**config.mk**
```make
export PLATFORM = sky130hd
export DESIGN_NAME = xbus_drive_seq
export DESIGN_NICKNAME = d
export VERILOG_FILES = /design/src/rtl/xbus_drive_seq.sv
export SDC_FILE = /design/constraint.sdc
export NUM_CORES = 1
export LEC_CHECK = 0
export CELL_PAD_IN_SITES_DETAIL_PLACEMENT = 0
export CELL_PAD_IN_SITES_GLOBAL_PLACEMENT = 1
export CORE_MARGIN = 2
export CORE_UTILIZATION = 39
export CTS_CLUSTER_DIAMETER = 80
export DETAILED_ROUTE_END_ITERATION = 16
export PLACE_DENSITY_LB_ADDON = 0.2
export SLEW_MARGIN = 0
export SYNTH_ARGS = -nofsm -noshare
export SYNTH_HDL_FRONTEND = slang
export SYNTH_SLANG_ARGS = --single-unit
```
**constraint.sdc**
```tcl
create_clock -name clk -period 4.85 [get_ports clk]
set_input_delay 0.7275 -clock clk [delete_from_list [all_inputs] [get_ports clk]]
set_output_delay 0.7275 -clock clk [all_outputs]
set_load 0.03 [all_outputs]
```
**src/rtl/xbus_drive_seq.sv**
```systemverilog
// xbus_drive_seq: upstream sequencer for a dual-half tristate bus driver.
// Two requesters (A, B) compete for one shared bus. The winner's data is registered
// onto the matching driver half, and the enables are sequenced so that only one half
// is ever driven. Consecutive grants are separated by a fixed dead time.
// Half A enable is active-low (aenb_n). Half B enable is active-high (benb).
// Optional feature macro: DRV_MONITOR_EN. It adds the sticky err output and aborts a
// grant when its requester drops the request before the last drive cycle.
module xbus_drive_seq #(
  parameter int WIDTH       = 4,
  parameter int HOLD_CYCLES = 2,  // 1..15
  parameter int DEAD_CYCLES = 1   // 1..15
) (
  input  logic             clk,
  input  logic             rst_n,
  input  logic             req_a,
  input  logic [WIDTH-1:0] data_a,
  output logic             ack_a,
  input  logic             req_b,
  input  logic [WIDTH-1:0] data_b,
  output logic             ack_b,
  output logic [WIDTH-1:0] dout_a,
  output logic             aenb_n,
  output logic [WIDTH-1:0] dout_b,
  output logic             benb,
  output logic             busy
`ifdef DRV_MONITOR_EN
  ,
  output logic             err
`endif
);

  typedef enum logic [1:0] {
    IDLE  = 2'd0,
    DRIVE = 2'd1,
    GAP   = 2'd2
  } state_t;

  localparam logic [3:0] HOLD_LOAD = 4'(HOLD_CYCLES - 1);
  localparam logic [3:0] DEAD_LOAD = 4'(DEAD_CYCLES - 1);

  state_t           state_reg, state_next;
  logic [3:0]       cnt_reg, cnt_next;
  logic             sel_reg, sel_next;     // side being driven: 0 = A, 1 = B
  logic             last_reg, last_next;   // side served most recently
  logic [WIDTH-1:0] dout_a_reg, dout_a_next;
  logic [WIDTH-1:0] dout_b_reg, dout_b_next;
  logic             aenb_n_reg, aenb_n_next;
  logic             benb_reg, benb_next;
  logic             ack_a_reg, ack_a_next;
  logic             ack_b_reg, ack_b_next;
  logic             busy_reg, busy_next;
`ifdef DRV_MONITOR_EN
  logic             err_reg, err_next;
  logic             req_sel;
`endif

  logic any_req;
  logic pick_b;
  logic do_grant;

  // Arbitration. On a tie, the side that was not served last wins, so that
  // continuous requests strictly alternate.
  always_comb begin
    any_req = req_a | req_b;
    pick_b  = (req_a & req_b) ? ~last_reg : req_b;
  end

`ifdef DRV_MONITOR_EN
  // Request line of the side currently holding the bus.
  always_comb begin
    req_sel = sel_reg ? req_b : req_a;
  end
`endif

  // Next-state and next-output logic. Every output is produced as a register next value.
  always_comb begin
    state_next  = state_reg;
    cnt_next    = cnt_reg;
    sel_next    = sel_reg;
    last_next   = last_reg;
    dout_a_next = dout_a_reg;
    dout_b_next = dout_b_reg;
    aenb_n_next = aenb_n_reg;
    benb_next   = benb_reg;
    ack_a_next  = 1'b0;
    ack_b_next  = 1'b0;
    do_grant    = 1'b0;
`ifdef DRV_MONITOR_EN
    err_next    = err_reg;
`endif

    case (state_reg)
      IDLE: begin
        aenb_n_next = 1'b1;
        benb_next   = 1'b0;
        if (any_req) begin
          do_grant = 1'b1;
        end
      end

      DRIVE: begin
        if (cnt_reg == 4'd0) begin
          // Last drive cycle ends here. Release the bus and start the dead time.
          aenb_n_next = 1'b1;
          benb_next   = 1'b0;
          cnt_next    = DEAD_LOAD;
          state_next  = GAP;
        end
`ifdef DRV_MONITOR_EN
        else if (!req_sel) begin
          // The requester withdrew early. Abort without an ack and flag it.
          aenb_n_next = 1'b1;
          benb_next   = 1'b0;
          cnt_next    = DEAD_LOAD;
          state_next  = GAP;
          err_next    = 1'b1;
        end
`endif
        else begin
          cnt_next = cnt_reg - 4'd1;
          // The next cycle will be the last drive cycle, so ack in it.
          if (cnt_reg == 4'd1) begin
            ack_a_next = ~sel_reg;
            ack_b_next = sel_reg;
          end
        end
      end

      GAP: begin
        aenb_n_next = 1'b1;
        benb_next   = 1'b0;
        if (cnt_reg != 4'd0) begin
          cnt_next = cnt_reg - 4'd1;
        end else if (any_req) begin
          do_grant = 1'b1;
        end else begin
          state_next = IDLE;
        end
      end

      default: begin
        aenb_n_next = 1'b1;
        benb_next   = 1'b0;
        state_next  = IDLE;
      end
    endcase

    if (do_grant) begin
      sel_next   = pick_b;
      last_next  = pick_b;
      cnt_next   = HOLD_LOAD;
      state_next = DRIVE;
      if (pick_b) begin
        dout_b_next = data_b;
        benb_next   = 1'b1;
        aenb_n_next = 1'b1;
      end else begin
        dout_a_next = data_a;
        aenb_n_next = 1'b0;
        benb_next   = 1'b0;
      end
      // With a single hold cycle, the first drive cycle is also the last one.
      if (HOLD_CYCLES == 1) begin
        ack_a_next = ~pick_b;
        ack_b_next = pick_b;
      end
    end

    busy_next = (state_next != IDLE);
  end

  // State and output registers. Reset drops both enables immediately.
  always_ff @(posedge clk or negedge rst_n) begin
    if (!rst_n) begin
      state_reg  <= IDLE;
      cnt_reg    <= 4'd0;
      sel_reg    <= 1'b0;
      last_reg   <= 1'b1;
      dout_a_reg <= '0;
      dout_b_reg <= '0;
      aenb_n_reg <= 1'b1;
      benb_reg   <= 1'b0;
      ack_a_reg  <= 1'b0;
      ack_b_reg  <= 1'b0;
      busy_reg   <= 1'b0;
`ifdef DRV_MONITOR_EN
      err_reg    <= 1'b0;
`endif
    end else begin
      state_reg  <= state_next;
      cnt_reg    <= cnt_next;
      sel_reg    <= sel_next;
      last_reg   <= last_next;
      dout_a_reg <= dout_a_next;
      dout_b_reg <= dout_b_next;
      aenb_n_reg <= aenb_n_next;
      benb_reg   <= benb_next;
      ack_a_reg  <= ack_a_next;
      ack_b_reg  <= ack_b_next;
      busy_reg   <= busy_next;
`ifdef DRV_MONITOR_EN
      err_reg    <= err_next;
`endif
    end
  end

  // Registered outputs.
  always_comb begin
    ack_a  = ack_a_reg;
    ack_b  = ack_b_reg;
    dout_a = dout_a_reg;
    dout_b = dout_b_reg;
    aenb_n = aenb_n_reg;
    benb   = benb_reg;
    busy   = busy_reg;
`ifdef DRV_MONITOR_EN
    err    = err_reg;
`endif
  end

endmodule

```
==> results.md <==
* DIE AREA at 3209 µm²
* Antenna cells at 0
* Period utilisation layout at 0.4841
* Synthesized instance count at 97
* Drt via density at 5.329
* Initial antenna violation count at 0
* Tot GR Track Use at 0.1459
* H-Tree Depth at 1
* 1st-iter DRT viols at 17
* Total CTS buffers at 3
* WP data required at 5030 ps
* Area of the multi-input gates at 496.7 µm²
* Vias at 794
* Clk slew on worst S/H paths at 110 ps
* DRT Pass-1 Iters at 4
* NumNets Final at 134
* Syn nets at 112
* Final setup margin at 2502 ps
* Finished Cell Area at 1341 µm²
* Synth Warn # at 0
* Final hold viol count at 0
* Cell row count at 19
* Min-Delay Path Class: flip-flop to flip-flop
* Area growth, synth to finish at 24.07%
* Yosys reg bits at 21
* Mapped Avg Cell Area at 11.14 µm²
* Leading area contributor after synthesis: dfrtp_1
* MaxCap Viol Count at 0
* Worst EP arrival at 2530 ps
* Starting Density at 0.4024
* CP max FO at 7
* Largest net degree at the start of global routing at 24
* Global-route wire length before repair at 3705 µm
* Max clock buf depth at 2
* Peak supply drop at 0.3211 mV
* Fmax at 425.9 MHz
* Area contributors post-synth: dfrtp_1 44%, mux2_4 5.6%, dfstp_2 4.9%
* Status: complete, no violations
* HPWL after DPL at 1497 µm
* Pwr dens at 644.3 nW/µm²
* Post-Syn Area at 1081 µm²
* CTS sink cnt at 21
* # DRC at 0
* Core Region at 2686 µm²
* GP Congestion at 0.7545
* Filler cell count at 257
* Pleak at 0.5497 nW
* Total Wirelength at 2045 µm
* CP endpoint kind: flip-flop
* CTS root buffer: clkbuf_4
* Synth cell types at 40
* # port buffers at 24
* RSZ-0062 raised after global routing: no
* Final Setup Violations at 0
* Place WS at 2323 ps
* Relative slew margins at 0.3773
* Routed length per instance at 13.72 µm
* Cell Area, Placed at 1315 µm²
* I/O pins at 25
* Worst-margin pin slew at 931.2 ps
* Hold buffer count at CTS at 0
* Worst-Skew Late Latency at 290 ps
* Seq/Total Area, Yosys at 0.4884
* Worst-case clock skew at 3.453 ps
* Post-CTS Setup Repair Bufs at 0
* Number of global-route vias before repair at 787
* CTS tree: done
* Share of cells above drive strength 1 at 0.1186
* Die height at 56.65 µm
* Ys flop type: dfrtp_1
* Reg area at 528.0 µm²
* Resize count post-CTS at 0
* Fin crit period at 2348 ps
* Post-synth ARST share at 1.000
* Post-synth EDFFs at 0
* DRT antenna net count at 0
* Post-route core utilization at 0.4993
* Final setup TNS at 0 ps
* Synth top area share at 0.4398
* Count of final max-slew check failures at 0
* Worst Setup Path Type: flip-flop to flip-flop
* Type of origin of the critical path: flip-flop
* Die W at 56.65 µm
* Total gr overflow at 0
layer usage:
layer / vias up / wire (µm) / GRT usage / share of wire
li1: 393 / - / - / -
met1: 382 / 997 / 0.2120 / 0.49
met2: 17 / 938 / 0.2110 / 0.46
met3: 2 / 92 / 0.03456 / 0.045
met4: 0 / 17 / 0.05102 / 0.0083
met5: - / 0 / 0 / 0
cell usage after synthesis, types with 4 or more instances:
library cell	instances
dfrtp_1	19
o21ai_0	7
nand2_1	5
clkbuf_1	4
mux2_2	4
mux2_4	4
nor3_1	4
nor3b_1	4
per-stage QoR:
step / hold slack (ps) / total power, mW / std cells
finish: 467.7 / 0.8642 / 149
global route: 496.3 / 0.9424 / 149
CTS: 470.0 / 0.8776 / 149
detailed placement: 454.1 / 0.7929 / 145
global placement: 462.4 / 0.7867 / 145
floorplan: 425.5 / 0.6536 / 97
power by group:
part	internal, mW	leakage [nW]	total, mW	switching, mW
Clock	0.0319	0.0150	0.0804	0.0484
Sequential	0.255	0.253	0.337	0.0819
Combinational	0.217	0.281	0.447	0.229
Total	0.505	0.550	0.864	0.359
cell type report:
type / count / share of cell area
Inverter: 3 / 0.008395
Clock buffer: 4 / 0.01959
Sequential cell: 21 / 0.3937
Multi-Input combinational cell: 66 / 0.3703
Tap cell: 31 / 0.02892
Timing Repair Buffer: 24 / 0.1791
critical path, cell delays in order (launching register included):
cell,delay [ps]
dfrtp_1,450
inv_1,140
ha_1,210
or3b_1,520
a21oi_4,230
and3_1,360
mux2_4,330
placed cells by master (no fill, tap or decap), types with 2 or more instances in the layout:
cell type,n
mux2_4,4
a21oi_1,3
o21ai_0,7
and3_1,2
nor2_1,3
mux2_2,4
nand3_1,3
nor3b_1,4
nor3_1,4
ha_1,3
clkdlybuf4s50_1,24
nor2b_1,2
inv_1,3
dfrtp_1,19
dfstp_2,2
clkbuf_4,3
nand2_1,5
cell families (layout without fill, tap and decap cells):
family | Yosys count | count (layout) | share of synthesized area
compound gates | 20 | 20 | 0.1285
xor+xnor | 1 | 1 | 0.008103
fa+ha+maj | 4 | 4 | 0.04399
buf+inv | 10 | 31 | 0.05208
flops | 21 | 21 | 0.4884
mux | 8 | 8 | 0.09722
simple gates | 33 | 33 | 0.1817
worst paths after layout:
kind / startpoint / end / slack, ps / cells after the start
min in group asynchronous: rst_n / ack_a / 940 / 1
min: sel_reg / ack_a / 470 / 1
max reg2reg: cnt_reg[0] / dout_b[0] / 2500 / 6
min reg2reg: sel_reg / ack_a / 470 / 1
max in group asynchronous: rst_n / dout_a[0] / 3340 / 1
max: cnt_reg[0] / dout_b[0] / 2500 / 6
Power figures use the tool's default switching activity.
